### config.mk
export PLATFORM = sky130hd
export DESIGN_NAME = text_write_arbiter_flat
export DESIGN_NICKNAME = d
export VERILOG_FILES = /design/src/rtl/text_write_arbiter_if.sv /design/src/rtl/text_write_arbiter.sv /design/src/flat_wrapper.sv
export SDC_FILE = /design/constraint.sdc
export NUM_CORES = 1
export LEC_CHECK = 0
export CAP_MARGIN = 0
export CELL_PAD_IN_SITES_DETAIL_PLACEMENT = 0
export CELL_PAD_IN_SITES_GLOBAL_PLACEMENT = 1
export CORE_ASPECT_RATIO = 1.4
export CORE_MARGIN = 2
export CORE_UTILIZATION = 47
export DETAILED_ROUTE_END_ITERATION = 10
export PLACE_DENSITY = 0.76
export SLEW_MARGIN = 10
export SYNTH_ARGS = -nofsm -noshare
export SYNTH_HDL_FRONTEND = slang
export SYNTH_SLANG_ARGS = --single-unit
### constraint.sdc
create_clock -name clk -period 6.2 [get_ports clk]
set_clock_uncertainty 0.15 [all_clocks]
set_input_delay 0.62 -clock clk [delete_from_list [all_inputs] [get_ports clk]]
set_output_delay 0.62 -clock clk [all_outputs]
set_load 0.005 [all_outputs]
### src/rtl/text_write_arbiter_if.sv
// Text RAM write arbiter bus: client write/clear requests,
// video-fetch arbitration input and the registered RAM port.
interface text_write_arbiter_if;
  logic        wr_req;
  logic [7:0]  wr_char;
  logic [7:0]  wr_x;
  logic [7:0]  wr_y;
  logic [7:0]  wr_attr1;
  logic [7:0]  wr_attr2;
  logic        clr_req;
  logic [7:0]  clr_attr1;
  logic [7:0]  clr_attr2;
  logic        vid_active;
  logic        ram_we;
  logic [11:0] ram_addr;
  logic [23:0] ram_data;
  logic        q_full;
  logic        overflow;
  logic        busy;
  logic        clr_done;

  modport master (
    output wr_req, wr_char, wr_x, wr_y,
    output wr_attr1, wr_attr2,
    output clr_req, clr_attr1, clr_attr2,
    output vid_active,
    input  ram_we, ram_addr, ram_data,
    input  q_full, overflow, busy, clr_done
  );

  modport slave (
    input  wr_req, wr_char, wr_x, wr_y,
    input  wr_attr1, wr_attr2,
    input  clr_req, clr_attr1, clr_attr2,
    input  vid_active,
    output ram_we, ram_addr, ram_data,
    output q_full, overflow, busy, clr_done
  );
endinterface

### src/rtl/text_write_arbiter.sv
// Queues character writes and full-screen clears into a text RAM,
// yielding every cycle the video fetch owns the RAM.
module text_write_arbiter #(
  parameter int COLS   = 80,
  parameter int ROWS   = 30,
  parameter int QDEPTH = 4
) (
  input  logic               clk,
  input  logic               reset_n,
  text_write_arbiter_if.slave bus
);

  localparam logic [0:0] S_IDLE  = 1'b0;
  localparam logic [0:0] S_CLEAR = 1'b1;

  localparam int AW = $clog2(QDEPTH);
  localparam int CW = AW + 1;
  localparam logic [CW-1:0] FULL_CNT = CW'(QDEPTH);
  localparam logic [11:0] LAST = 12'(COLS * ROWS - 1);

  typedef struct packed {
    logic [7:0] ch;
    logic [7:0] x;
    logic [7:0] y;
    logic [7:0] a1;
    logic [7:0] a2;
  } entry_t;

  entry_t mem_q [QDEPTH];

  logic [0:0]    state_q, state_d;
  logic [AW-1:0] rd_q, rd_d;
  logic [AW-1:0] wr_q, wr_d;
  logic [CW-1:0] cnt_q, cnt_d;
  logic [11:0]   clr_addr_q, clr_addr_d;
  logic [7:0]    clr_a1_q, clr_a1_d;
  logic [7:0]    clr_a2_q, clr_a2_d;
  logic          ram_we_q, ram_we_d;
  logic [11:0]   ram_addr_q, ram_addr_d;
  logic [23:0]   ram_data_q, ram_data_d;
  logic          ovf_q, ovf_d;
  logic          clr_last_q, clr_last_d;
  logic          clr_done_q, clr_done_d;

  entry_t      head;
  entry_t      wr_ent;
  logic        full;
  logic        pop;
  logic        push;
  logic        cell_ok;
  logic [11:0] cell_addr;

  always_comb begin
    wr_ent.ch = bus.wr_char;
    wr_ent.x  = bus.wr_x;
    wr_ent.y  = bus.wr_y;
    wr_ent.a1 = bus.wr_attr1;
    wr_ent.a2 = bus.wr_attr2;

    head = mem_q[rd_q];
    full = (cnt_q == FULL_CNT);

    // A clear flushes the queue, so nothing may pop alongside it.
    pop = (state_q == S_IDLE)
       && (cnt_q != '0)
       && !bus.vid_active
       && !bus.clr_req;

    push = bus.wr_req
        && (bus.clr_req || !full || pop);

    cell_ok = (12'(head.x) < 12'(COLS))
           && (12'(head.y) < 12'(ROWS));
    cell_addr = 12'(head.y) * 12'(COLS)
              + 12'(head.x);

    state_d    = state_q;
    rd_d       = rd_q;
    wr_d       = wr_q + AW'(push);
    cnt_d      = cnt_q;
    clr_addr_d = clr_addr_q;
    clr_a1_d   = clr_a1_q;
    clr_a2_d   = clr_a2_q;
    ram_we_d   = 1'b0;
    ram_addr_d = ram_addr_q;
    ram_data_d = ram_data_q;
    ovf_d      = bus.wr_req && !push;
    clr_last_d = 1'b0;
    clr_done_d = clr_last_q;

    if (bus.clr_req) begin
      // Coincident write lands in the freshly emptied queue.
      rd_d       = wr_q;
      cnt_d      = CW'(push);
      state_d    = S_CLEAR;
      clr_addr_d = '0;
      clr_a1_d   = bus.clr_attr1;
      clr_a2_d   = bus.clr_attr2;
    end else begin
      rd_d  = rd_q + AW'(pop);
      cnt_d = cnt_q + CW'(push) - CW'(pop);

      if (pop && cell_ok) begin
        ram_we_d   = 1'b1;
        ram_addr_d = cell_addr;
        ram_data_d = {head.a2, head.a1, head.ch};
      end

      if (state_q == S_CLEAR && !bus.vid_active) begin
        ram_we_d   = 1'b1;
        ram_addr_d = clr_addr_q;
        ram_data_d = {clr_a2_q, clr_a1_q, 8'h20};
        if (clr_addr_q == LAST) begin
          state_d    = S_IDLE;
          clr_last_d = 1'b1;
        end else begin
          clr_addr_d = clr_addr_q + 12'd1;
        end
      end
    end
  end

  always_ff @(posedge clk) begin
    if (push) begin
      mem_q[wr_q] <= wr_ent;
    end
  end

  always_ff @(posedge clk) begin
    if (!reset_n) begin
      state_q    <= S_IDLE;
      rd_q       <= '0;
      wr_q       <= '0;
      cnt_q      <= '0;
      clr_addr_q <= '0;
      clr_a1_q   <= '0;
      clr_a2_q   <= '0;
      ram_we_q   <= 1'b0;
      ram_addr_q <= '0;
      ram_data_q <= '0;
      ovf_q      <= 1'b0;
      clr_last_q <= 1'b0;
      clr_done_q <= 1'b0;
    end else begin
      state_q    <= state_d;
      rd_q       <= rd_d;
      wr_q       <= wr_d;
      cnt_q      <= cnt_d;
      clr_addr_q <= clr_addr_d;
      clr_a1_q   <= clr_a1_d;
      clr_a2_q   <= clr_a2_d;
      ram_we_q   <= ram_we_d;
      ram_addr_q <= ram_addr_d;
      ram_data_q <= ram_data_d;
      ovf_q      <= ovf_d;
      clr_last_q <= clr_last_d;
      clr_done_q <= clr_done_d;
    end
  end

  assign bus.ram_we   = ram_we_q;
  assign bus.ram_addr = ram_addr_q;
  assign bus.ram_data = ram_data_q;
  assign bus.q_full   = full;
  assign bus.overflow = ovf_q;
  assign bus.clr_done = clr_done_q;
  assign bus.busy     = (state_q == S_CLEAR)
                     || (cnt_q != '0);

endmodule

### src/flat_wrapper.sv
// flat-port wrapper written by rule: the top's interface ports become plain ports
module text_write_arbiter_flat 
#(
  parameter int COLS   = 80,
  parameter int ROWS   = 30,
  parameter int QDEPTH = 4
)
  (clk, reset_n, bus_wr_req, bus_wr_char, bus_wr_x, bus_wr_y, bus_wr_attr1, bus_wr_attr2, bus_clr_req, bus_clr_attr1, bus_clr_attr2, bus_vid_active, bus_ram_we, bus_ram_addr, bus_ram_data, bus_q_full, bus_overflow, bus_busy, bus_clr_done);
  text_write_arbiter_if bus_i ();
  input  logic clk;
  input  logic reset_n;
  input wire logic [$bits(bus_i.wr_req)-1:0] bus_wr_req;
  input wire logic [$bits(bus_i.wr_char)-1:0] bus_wr_char;
  input wire logic [$bits(bus_i.wr_x)-1:0] bus_wr_x;
  input wire logic [$bits(bus_i.wr_y)-1:0] bus_wr_y;
  input wire logic [$bits(bus_i.wr_attr1)-1:0] bus_wr_attr1;
  input wire logic [$bits(bus_i.wr_attr2)-1:0] bus_wr_attr2;
  input wire logic [$bits(bus_i.clr_req)-1:0] bus_clr_req;
  input wire logic [$bits(bus_i.clr_attr1)-1:0] bus_clr_attr1;
  input wire logic [$bits(bus_i.clr_attr2)-1:0] bus_clr_attr2;
  input wire logic [$bits(bus_i.vid_active)-1:0] bus_vid_active;
  output wire logic [$bits(bus_i.ram_we)-1:0] bus_ram_we;
  output wire logic [$bits(bus_i.ram_addr)-1:0] bus_ram_addr;
  output wire logic [$bits(bus_i.ram_data)-1:0] bus_ram_data;
  output wire logic [$bits(bus_i.q_full)-1:0] bus_q_full;
  output wire logic [$bits(bus_i.overflow)-1:0] bus_overflow;
  output wire logic [$bits(bus_i.busy)-1:0] bus_busy;
  output wire logic [$bits(bus_i.clr_done)-1:0] bus_clr_done;
  assign bus_i.wr_req = bus_wr_req;
  assign bus_i.wr_char = bus_wr_char;
  assign bus_i.wr_x = bus_wr_x;
  assign bus_i.wr_y = bus_wr_y;
  assign bus_i.wr_attr1 = bus_wr_attr1;
  assign bus_i.wr_attr2 = bus_wr_attr2;
  assign bus_i.clr_req = bus_clr_req;
  assign bus_i.clr_attr1 = bus_clr_attr1;
  assign bus_i.clr_attr2 = bus_clr_attr2;
  assign bus_i.vid_active = bus_vid_active;
  assign bus_ram_we = bus_i.ram_we;
  assign bus_ram_addr = bus_i.ram_addr;
  assign bus_ram_data = bus_i.ram_data;
  assign bus_q_full = bus_i.q_full;
  assign bus_overflow = bus_i.overflow;
  assign bus_busy = bus_i.busy;
  assign bus_clr_done = bus_i.clr_done;
  text_write_arbiter #(.COLS(COLS), .ROWS(ROWS), .QDEPTH(QDEPTH)) u_core (.clk(clk), .reset_n(reset_n), .bus(bus_i));
endmodule
==> qor.yml <==
run_status:
  status: "finished clean"
synth:
  syn_nets: 685
  synth_area_um2: 9400
  syn_inst: 603
  syn_avg_cell_area_um2: 15.6
  yosysWarningCount: 0
  synth.distinct_cells: 45
  synth-edff-count: 160
  yosysTopAreaCell: "edfxtp_1"
  ys_ff_latch: 236
  synth.most_common_cell: "edfxtp_1"
  yosys_most_used_dff: "edfxtp_1"
  yosys-top-cells-area: "edfxtp_1, dfxtp_1, mux4_2, o211a_1, ha_1"
  synthTopCellsByCount: "edfxtp_1, dfxtp_1, nand2_1, mux4_2, o211a_1"
  synth-seq-area-share: 0.673
  synth_top_area_share: 0.511
  ys_async_sr_fraction: 0
placed_design:
  pre_cts_ws_ns: 2.30
  place_hpwl_mm: 12.4
  globalplace.congestion: 0.817
  port_buffers: 101
sta:
  max_freq_mhz: 261
  finalCritPeriodShare: 0.617
  period_needed_ns: 3.82
  setup_tns_ns: 0
  rsz0062_at_grt: "no"
  worst_pin_slew_ns: 1.11
  setup_ws_ns: 2.38
  finalHoldViolations: 0
  max_slew_margin: 0.263
  setup_viol: 0
  drv_slew: 0
pwr:
  p_sw_uw: 813
  p_leak_nw: 4.24
  p_seq_frac: 0.479
  power_frac_clock: 0.415
  p_per_area_nw_per_um2: 324
  swShare: 0.218
  intPower_mw: 2.92
  p_comb_frac: 0.106
  vdd_ir_drop_max_mv: 0.259
detailed_routing:
  wire_per_inst_um: 19.5
  initialDrtViolationCount: 498
  dr.pass1.iters: 4
  vias: 5246
  finalWirelength_mm: 18.9
  wl_met2_mm: 9.68
  met3_wirelength_um: 974
  drc: 0
  wl_met1_mm: 7.96
  via_per_inst: 5.39
  ant_nets: 0
  top_layer: "met4"
finish:
  layout-drive-gt1-share: 0.139
  diodes: 0
  synthToLayoutAreaGrowth_pct: 22.5
  layout.nets: 786
global_routing:
  grt-ovfl-total: 0
  grt_pass1_wl_mm: 29.8
  grt_pass1_vias: 5582
  grt_max_degree: 58
  groute.usage.overall: 0.183
  antenna_found_initial: 0
critical_path:
  worstSetupPathType: "register to register"
  cp.buffers_inverters: 1
  slowest_stage: "mux4_2"
  crit_required_ns: 6.41
  cpLargestDelayFamily: "adder cells"
  cp_cell_sequence: "buf_4 -> mux4_2 -> ha_1 -> ha_1 -> fa_1 -> a21o_1 -> a21oi_1 -> xor2_1 -> xnor2_1 -> xnor2_1 -> o221ai_1"
  path_max_fanout: 32
  end_kind: "register"
  crit_arrival_ns: 4.04
  slowest_delay_ns: 0.61
  critPathLaunchType: "register"
clock_tree:
  cts_setup_buffers: 0
  cts_max_path_buffers: 3
  cts_tree: "done"
  insertion_delay_ns: 0.50
  clkSinkCount: 236
  cts_root_buffer: "clkbuf_16"
  path_clk_slew_ns: 0.07
  htreeDepth: 1
  numCtsBuffers: 23
  post_cts_resized: 0
  cts_hold_buf: 0
floorplan:
  die_x_um: 124
  core-area_um2: 19800
  start_util: 0.476
  row_count: 61
  fp.dieH_um: 171
  dieArea_um2: 21200
  io_pins: 102
job:
  drv_cap: 0
min_path:
  hold_path_class: "register to register"
-- power by group through the flow --
stage | logic, mW | registers [mW] | clock network, mW
final | 0.395 | 1.79 | 1.55
after global routing | 0.438 | 1.80 | 1.64
after CTS | 0.402 | 1.79 | 1.58
after detailed placement | 0.401 | 1.82 | 0
after global placement | 0.397 | 1.82 | 0
after floorplan | 0.261 | 1.81 | 0
-- layout make-up --
class	instances	area (µm²)
multi-input combinational	322	2900
tap	252	315
timing repair buffer	110	1070
clock buffer	26	617
inverter	11	41.3
sequential	236	6330
fill	1531	8250
clock inverter	16	241
-- stage by stage --
stage          total power [mW]  std cells  utilization  cell area, µm²  hold WS, ns
2_1_floorplan              2.07        603            -            9400        0.262
3_3_place_gp               2.22        931        0.539           10700        0.265
3_5_place_dp               2.23        931        0.539           10700        0.271
4_1_cts                    3.77        973        0.583           11500        0.286
5_1_grt                    3.87        973        0.583           11500        0.310
6_report                   3.73        973        0.583           11500        0.282
-- path summary, 6_finish.rpt --
kind	start	to	slack, ns	depth (start not counted)
max	u_core.rd_q[0]	u_core.bus.ram_addr[11]	2.38	11
min	u_core.clr_done_d	u_core.bus.clr_done	0.28	1
min reg2reg	u_core.clr_done_d	u_core.bus.clr_done	0.28	1
max reg2reg	u_core.rd_q[0]	u_core.bus.ram_addr[11]	2.38	11
-- state kept, by name, summed over array words and instances, names as in the netlist, 2 cells and up --
| signal | count |
|---|---|
| u_core.mem_q | 160 |
| u_core.bus.ram_data | 24 |
| u_core.bus.ram_addr | 12 |
| u_core.clr_addr_q | 12 |
| u_core.clr_a1_q | 8 |
| u_core.clr_a2_q | 8 |
| u_core.cnt_q | 3 |
| u_core.rd_q | 2 |
| u_core.wr_q | 2 |
-- cell usage in the layout, fill, tap and decap left out, drive strengths merged, types with 13 or more instances in the layout --
cell,count
nand2,59
dfxtp,76
clkbuf,26
xor2,14
edfxtp,160
nor2,16
clkdlybuf4s50,100
inv,13
o211a,26
mux4,40
ha,18
nand3,25
nor2b,23
mux2i,20
-- cells by family after synthesis --
family / count (synthesis) / synth area share
AO/OA/AOI/OAI: 63 / 0.0551
XOR/XNOR: 24 / 0.0224
adder cells (fa/ha/maj): 21 / 0.0303
buffers and inverters: 45 / 0.0220
flip-flops: 236 / 0.673
multiplexers: 60 / 0.117
AND/OR/NAND/NOR: 154 / 0.0803
-- layer usage --
metal	track usage	up-vias
met4	0.0504	0
met1	0.243	2605
met2	0.312	124
met5	0	-
li1	-	2494
met3	0.0288	23
Power figures use the tool's default switching activity.
